File: src/rtl/scan_pkg.sv
// Shared definitions for the transducer scan path: sequencer states, default grid size
// and the constants that map a grid element onto the mux plex/input lines.
package scan_pkg;

    typedef enum logic [1:0] {
        IDLE,
        SETTLE,
        ACCUM,
        WRITE
    } scan_state_t;

    localparam int DEFAULT_ROWS         = 7;
    localparam int DEFAULT_COLS         = 7;
    localparam int PLEX_BASE            = 3;
    localparam int ODD_ROW_INPUT_OFFSET = 9;

endpackage

File: src/rtl/element_map.sv
// Combinational mapping from a grid element (row, col) to the mux plex/input selects.
// Shared with the display path so both sides agree on which element is addressed.
module element_map
    import scan_pkg::*;
(
    input  logic [2:0] row,
    input  logic [2:0] col,
    output logic [1:0] uplex,
    output logic [3:0] uinput
);

    // Two rows share a plex; odd rows sit on the upper half of the input bank.
    always_comb begin
        uplex  = 2'(PLEX_BASE - int'(row >> 1));
        uinput = 4'(int'(col) + (row[0] ? ODD_ROW_INPUT_OFFSET : 0));
    end

endmodule

File: src/rtl/scan_sequencer.sv
// Walks every grid element: settle, integrate the mixer product, then write one scaled,
// saturated intensity word per element into the frame store.
module scan_sequencer
    import scan_pkg::*;
#(
    parameter int ROWS          = DEFAULT_ROWS,
    parameter int COLS          = DEFAULT_COLS,
    parameter int SETTLE_CYCLES = 256,
    parameter int ACCUM_CYCLES  = 1200,
    parameter int DATA_W        = 16,
    parameter int ACC_W         = 32,
    parameter int SHIFT         = 16
) (
    input  logic              clk,
    input  logic              rst,
    input  logic              start,
    input  logic              stop,
    input  logic              continuous,
    input  logic [DATA_W-1:0] mixed,
    output logic [2:0]        row,
    output logic [2:0]        col,
    output logic [1:0]        uplex,
    output logic [3:0]        uinput,
    output logic              wr_en,
    output logic [5:0]        wr_addr,
    output logic [DATA_W-1:0] wr_data,
    output logic              busy,
    output logic              frame_done
);

    localparam int MAX_CNT = (SETTLE_CYCLES > ACCUM_CYCLES) ? SETTLE_CYCLES : ACCUM_CYCLES;
    localparam int CNT_W   = $clog2(MAX_CNT + 1);

    scan_state_t      state;
    logic [CNT_W-1:0] cnt;
    logic [ACC_W-1:0] acc;
    logic             stop_pending;

    logic [ACC_W:0]   acc_sum;
    logic [ACC_W-1:0] acc_next;
    logic             last_col;
    logic             last_elem;

    // Drop the fraction bits, then clamp to the widest word the frame store accepts.
    function automatic logic [DATA_W-1:0] scale(input logic [ACC_W-1:0] a);
        logic [ACC_W+DATA_W-1:0] wide;
        wide = {{DATA_W{1'b0}}, a} >> SHIFT;
        if (wide > {{ACC_W{1'b0}}, {DATA_W{1'b1}}})
            scale = '1;
        else
            scale = wide[DATA_W-1:0];
    endfunction

    always_comb begin
        acc_sum   = {1'b0, acc} + (ACC_W + 1)'(mixed);
        acc_next  = acc_sum[ACC_W] ? '1 : acc_sum[ACC_W-1:0];
        last_col  = (col == 3'(COLS - 1));
        last_elem = last_col && (row == 3'(ROWS - 1));
    end

    element_map u_element_map (
        .row    (row),
        .col    (col),
        .uplex  (uplex),
        .uinput (uinput)
    );

    always_ff @(posedge clk or posedge rst) begin
        if (rst) begin
            state        <= IDLE;
            row          <= '0;
            col          <= '0;
            cnt          <= '0;
            acc          <= '0;
            stop_pending <= 1'b0;
            wr_en        <= 1'b0;
            wr_addr      <= '0;
            wr_data      <= '0;
            busy         <= 1'b0;
            frame_done   <= 1'b0;
        end else begin
            wr_en      <= 1'b0;
            frame_done <= 1'b0;
            case (state)
                IDLE: begin
                    stop_pending <= 1'b0;
                    if (start && !stop) begin
                        state <= SETTLE;
                        row   <= '0;
                        col   <= '0;
                        cnt   <= '0;
                        busy  <= 1'b1;
                    end
                end
                SETTLE: begin
                    if (stop)
                        stop_pending <= 1'b1;
                    if (cnt == CNT_W'(SETTLE_CYCLES - 1)) begin
                        cnt   <= '0;
                        acc   <= '0;
                        state <= ACCUM;
                    end else begin
                        cnt <= cnt + 1'b1;
                    end
                end
                ACCUM: begin
                    if (stop)
                        stop_pending <= 1'b1;
                    acc <= acc_next;
                    if (cnt == CNT_W'(ACCUM_CYCLES - 1)) begin
                        cnt        <= '0;
                        state      <= WRITE;
                        wr_en      <= 1'b1;
                        wr_addr    <= 6'(int'(row) * COLS + int'(col));
                        wr_data    <= scale(acc_next);
                        frame_done <= last_elem;
                    end else begin
                        cnt <= cnt + 1'b1;
                    end
                end
                WRITE: begin
                    cnt <= '0;
                    if (last_elem) begin
                        row <= '0;
                        col <= '0;
                    end else if (last_col) begin
                        col <= '0;
                        row <= row + 1'b1;
                    end else begin
                        col <= col + 1'b1;
                    end
                    // A stop seen on this very cycle still counts as pending.
                    if (stop_pending || stop || (last_elem && !continuous)) begin
                        state        <= IDLE;
                        busy         <= 1'b0;
                        stop_pending <= 1'b0;
                    end else begin
                        state <= SETTLE;
                    end
                end
                default: state <= IDLE;
            endcase
        end
    end

endmodule

File: config.mk
export PLATFORM = sky130hd
export DESIGN_NAME = scan_sequencer
export DESIGN_NICKNAME = d
export VERILOG_FILES = /design/src/rtl/scan_pkg.sv /design/src/rtl/element_map.sv /design/src/rtl/scan_sequencer.sv
export SDC_FILE = /design/constraint.sdc
export NUM_CORES = 1
export LEC_CHECK = 0
export ABC_CLOCK_PERIOD_IN_PS = 2600
export BUFFER_PORTS_ARGS = -buffer_cell sky130_fd_sc_hd__clkbuf_2
export CORE_UTILIZATION = 53
export DETAILED_ROUTE_END_ITERATION = 8
export GPL_ROUTABILITY_DRIVEN = 0
export PLACE_DENSITY = 0.8
export SYNTH_ARGS = -nofsm -noshare
export SYNTH_HDL_FRONTEND = slang
export SYNTH_SLANG_ARGS = --single-unit
File: constraint.sdc
create_clock -name clk -period 2.6 [get_ports clk]
set_input_delay 0.26 -clock clk [delete_from_list [all_inputs] [get_ports clk]]
set_output_delay 0.26 -clock clk [all_outputs]
set_load 0.02 [all_outputs]
# Word level (Yosys, flattened, before mapping)
# Index checks and enable logic that the tools add are counted.
[totals]
elab_cells = 81
n_memories = 0
latch_bits = 0
mem_bits_rw = 0
reg_bits = 77
rom_bits = 0
[op_classes]
mul = 1
addsub = 7
eq_ne = 13
n_bitwise = 0
order_cmp = 1
shifts = 0
n_mux = 30
div = 0
reduce_logical = 18
[op_table]
columns = ["cell", "count"]
rows = [
  ["two-way mux 32 bit", 2],
  ["one-hot mux 32 bit (2 select lines)", 1],
  ["one-hot mux 11 bit (4 select lines)", 1],
  ["adder 32 x 16 -> 33 bit", 1],
  ["two-way mux 11 bit", 3],
  ["greater-than comparator 16 bit (second input constant)", 1],
  ["two-way mux 16 bit", 1],
  ["two-way mux 3 bit", 5],
  ["one-hot mux 3 bit (2 select lines)", 2],
  ["adder 11 x 1 -> 11 bit (second input constant)", 1],
  ["== test 11 bit (second input constant)", 1],
  ["== test 11 x 8 -> 1 bit (second input constant)", 1],
  ["AND reduction 3 bit", 3],
  ["two-way mux 1 bit", 8],
  ["inequality test 2 bit (second input constant)", 4],
  ["one-hot mux 2 bit (4 select lines)", 1],
  ["AND reduction 2 bit", 4],
  ["adder 3 x 1 -> 3 bit (second input constant)", 2],
  ["adder 6 x 3 -> 6 bit", 1],
  ["== test 3 bit (second input constant)", 2],
  ["multiplier 3 x 3 -> 6 bit (second input constant)", 1],
  ["two-way mux 2 bit", 3],
  ["adder 3 x 4 -> 4 bit", 1],
  ["== test 2 bit (second input constant)", 2],
  ["other kinds (13)", 18],
]

# Depth between registers and ports, before layout
[depth]
depth_word = 6
depth_mapped = 11
ltp_nobuf = 10

# Cells and area by module
# A second synthesis with hierarchy kept.
[hier_totals]
cells_unflattened = 572
hier_area_um2 = 4984.8
[by_module_without_submodules]
columns = ["mod", "seq_area_each_um2", "cells_per_inst", "instances", "area_per_inst_um2"]
rows = [
  ["scan_sequencer", 1926.8, 565, 1, 4924.7],
  ["element_map", 0.0, 7, 1, 60.1],
]

# Least setup slack after synthesis
# Ideal clock, no wire load.
[synth_timing]
path_type = "register -> register"
start = "register row[0]"
end = "register wr_addr[5]"
slack_ns = -0.074
arrival_time_ns = 2.540
required_ns = 2.466
path_stages_with_launch = 8
path_buffers = 0
path_cell_list = "dfrtp_1 > fa_1 > fa_1 > fa_1 > a21o_1 > a21oi_1 > xor2_1 > o21ai_0"
[synth_between]
elab_chain_cells = 2
[synth_rtl]
columns = ["element", "line", "rtl"]
rows = [
  ["start: declaration", "scan_sequencer.sv:20", "output logic [2:0] row,"],
  ["start signal: assignment", "scan_sequencer.sv:128", "row <= row + 1'b1;"],
  ["multiplier 3 x 3 -> 6 bit", "scan_sequencer.sv:114", "wr_addr <= 6'(int'(row) * COLS + int'(col));"],
  ["adder 6 x 3 -> 6 bit", "scan_sequencer.sv:114", ""],
  ["end signal: assignment", "scan_sequencer.sv:114", ""],
  ["end: declaration", "scan_sequencer.sv:25", "output logic [5:0] wr_addr,"],
]
# Every way passes these cells.
# A chain may end at the register's enable or synchronous reset.

# Final worst setup path
[layout_timing]
start = "register row[2]"
end = "register wr_addr[4]"
# Same word-level chain as after synthesis.

==> flow_summary_export.csv <==
group,metric,value,unit
grt,gr-usage-met1,33.1,%
grt,busiest_layer,"met2",
route,drtPass1Iterations,5,
power,p_seq_share,52.6,%
route,drt-wirelength-per-cell,15.7,um
grt,grt_use_total,24.6,%
clock_tree,insertion_delay,0.36,ns
finish,nNetsFinal,693,
power,p_per_area,386,nW/um2
sta,fin_crit,2.52,ns
finish,antennaDiodeCount,0,
worst_setup_path,worstPathArrival,2.77,ns
finish,final_util,64.3,%
die,die_w,99.0,um
worst_setup_path,criticalPathCategory,"register to register",
worst_setup_path,startpoint_type,"register",
power,p_switching,0.000631,W
sta,worstMarginPinSlew,1.27,ns
run_status,outcome,"completed",
sta,hold_violations,0,
sta,fin_crit_sh,97.1,%
grt,use_met3,3.90,%
grt,grt_first_pass_wirelength,19500,um
synthesis,synthFlopType,"dfrtp_1",
sta,fin_skew,0.00975,ns
synthesis,ys_ff_latch,77,
route,drt_iter0_drc,258,
route,postRouteAntennaNets,0,
route,route.detailed.drc,0,
power,combinationalPowerShare,9.1,%
min_path,hold_class,"primary input to register",
synthesis,synth_area_leaders,"dfrtp_1 (39%), ha_1 (8.5%), nand2_1 (6.8%), o21ai_0 (5.3%), a21oi_1 (3.9%)",
clock_tree,clkTransAtPathRegs,0.09,ns
sta,finalSetupViolCount,0,
clock_tree,cts_tree,"built",
die,die_h,99.0,um
grt,grt_pass1_vias,4217,
synthesis,async_flop_share,100,%
route,routed_wirelength,11700,um
power,leakage,2.65,nW
power,power_frac_clock,38.3,%
worst_setup_path,slowest_delay,0.55,ns
die,placementRows,35,
synthesis,synthTopCellsByCount,"nand2_1 (90), dfrtp_1 (77), o21ai_0 (53)",
clock_tree,cts-buffers-inserted,9,
worst_setup_path,rr_startpoint,"row[2]",
synthesis,synth.most_common_cell,"nand2_1",
grt,antenna_found_initial,0,
job,max_cap_violations,0,
worst_setup_path,required,2.84,ns
clock_tree,h-tree-depth,3,
die,core,9150,um2
worst_setup_path,worstPathCellList,"fa_1 > fa_1 > buf_4 > ha_1 > a21o_1 > a21oi_2 > xor2_1 > o21ai_0",
synthesis,synth_area_leader_cell,"dfrtp_1",
clock_tree,cts_sinks,77,
finish,areaGrowthSynthToFinish,18.2,%
worst_setup_path,cp_max_fo,2,
route,vias,4391,
power,switching_share,27.7,%
die,start_util,54.4,%
synthesis,synth_top_area_share,38.7,%
synthesis,syn-num-nets,617,
sta,slew_headroom,14.5,%
synthesis,synthCells,557,
synthesis,yosysSeqAreaShare,38.7,%
grt,grt_start_max_net_pins,78,
synthesis,yosysWarnings,0,
worst_setup_path,startpoint,"row[2]",
placement,place_hpwl,8100,um
power,ir_drop,0.000276,V
clock_tree,clockBufferDepth,2,
sta,slew_violations,0,
finish,layout-drive-gt1-share,22.6,%
sta,grt_setup_unrepaired,"yes",
grt,grt_use_met2,41.2,%
synthesis,avgSynthCellArea,8.95,um2
worst_setup_path,end_kind,"register",
synthesis,yosysUniqueCellTypes,64,
die,dieArea,9800,um2
power,p_int,0.00164,W
route,viasPerCell,5.86,
grt,grt_remaining_overflow,0,
worst_setup_path,slowest_stage,"fa_1",
sta,clock.fmax,396,MHz
placement,port-buffer-count,57,
power,p_total,0.00228,W
clock_tree,cts_root_buf,"clkbuf_8",
synthesis,synth_edf_count,0,
min_path,hp-start,"stop",
die,io_pins,58,
worst_setup_path,cpMostUsedCell,"fa_1",
synthesis,syn_area,4980,um2
## cells by family after synthesis
logic type / synth area share (%)
flops: 38.7
compound gates: 19.6
simple gates: 20.6
fa+ha+maj: 10.5
buf+inv: 3.34
xor+xnor: 6.15
mux: 1.05
## placed cells by master, fill, tap and decap left out, types with 7 or more instances in the layout
master / n
clkbuf_2: 57
o21ai_0: 51
buf_4: 19
xor2_1: 18
nand2_1: 90
xnor2_1: 17
dfrtp_1: 74
nand3_1: 16
nor2_1: 43
ha_4: 7
inv_1: 19
ha_1: 26
a22o_1: 9
clkbuf_8: 9
a21o_1: 11
nand2b_1: 8
a21oi_1: 36
## repair_timing
action                     4_1_cts  5_1_grt
setup buffers                    2        2
hold endpoints to repair        48        0
hold buffers                     1        0
pin swaps                        4       12
gates resized for setup          5       23
setup endpoints to repair       13       33
cloned                           0        0
## sequential cells by signal, summed over array words and instances (netlist names)
name          flops
acc              32
frame_done        1
wr_addr           6
stop_pending      1
row               3
busy              1
state             2
wr_en             1
wr_data          16
col               3
cnt              11
## layer usage
layer  part of all wire (%)  vias up
met5                      0        -
met1                     45     2108
met3                    5.0       26
met4                    1.5        0
met2                     49      138
li1                       -     2119
## critical path, delay by kind of cell (launching register included)
family	cells	cell delay, ns
adder cells (fa/ha/maj)	3	1.29
flip-flops	1	0.42
XOR/XNOR	1	0.14
buffers and inverters	1	0.16
AO/OA/AOI/OAI	3	0.39
## worst paths after layout
kind | end | cells past startpoint | slack (ns)
max | wr_addr[4] | 8 | 0.08
min | stop_pending | 2 | 0.14
max reg2reg | wr_addr[4] | 8 | 0.08
min reg2reg | wr_addr[2] | 2 | 0.48
max in group asynchronous | row[1] | 4 | 1.76
min in group asynchronous | col[1] | 4 | 0.51
## layout make-up
cell class | count | area (um2)
clock inverter | 7 | 56.3
fill | 718 | 3260
tap | 111 | 139
multi-input combinational | 443 | 3040
inverter | 20 | 75.1
timing repair buffer | 82 | 520
sequential | 77 | 1930
clock buffer | 9 | 124
## per-stage QoR
stage	hold WS, ns	instances	setup TNS [ns]	worst slack [ns]	instance area (um2)
final	0.143	749	0	0.0761	5890
after global routing	0.152	749	-0.136	-0.0587	5890
after CTS	0.142	747	0	0.000799	5740
after detailed placement	0.371	728	-0.0790	-0.0267	5510
after global placement	0.367	728	-0.0203	-0.0122	5510
after floorplan	0.377	557	0	0.0377	4990
## power by group through the flow
stage                     Sequential (W)  Clock, W  Combinational (W)
after floorplan                  0.00122         0           0.000122
after global placement           0.00122         0           0.000178
after detailed placement         0.00122         0           0.000182
after CTS                        0.00120  0.000873           0.000186
after global routing             0.00120  0.000922           0.000230
final                            0.00120  0.000871           0.000208
(Power assumes the default switching activity.)
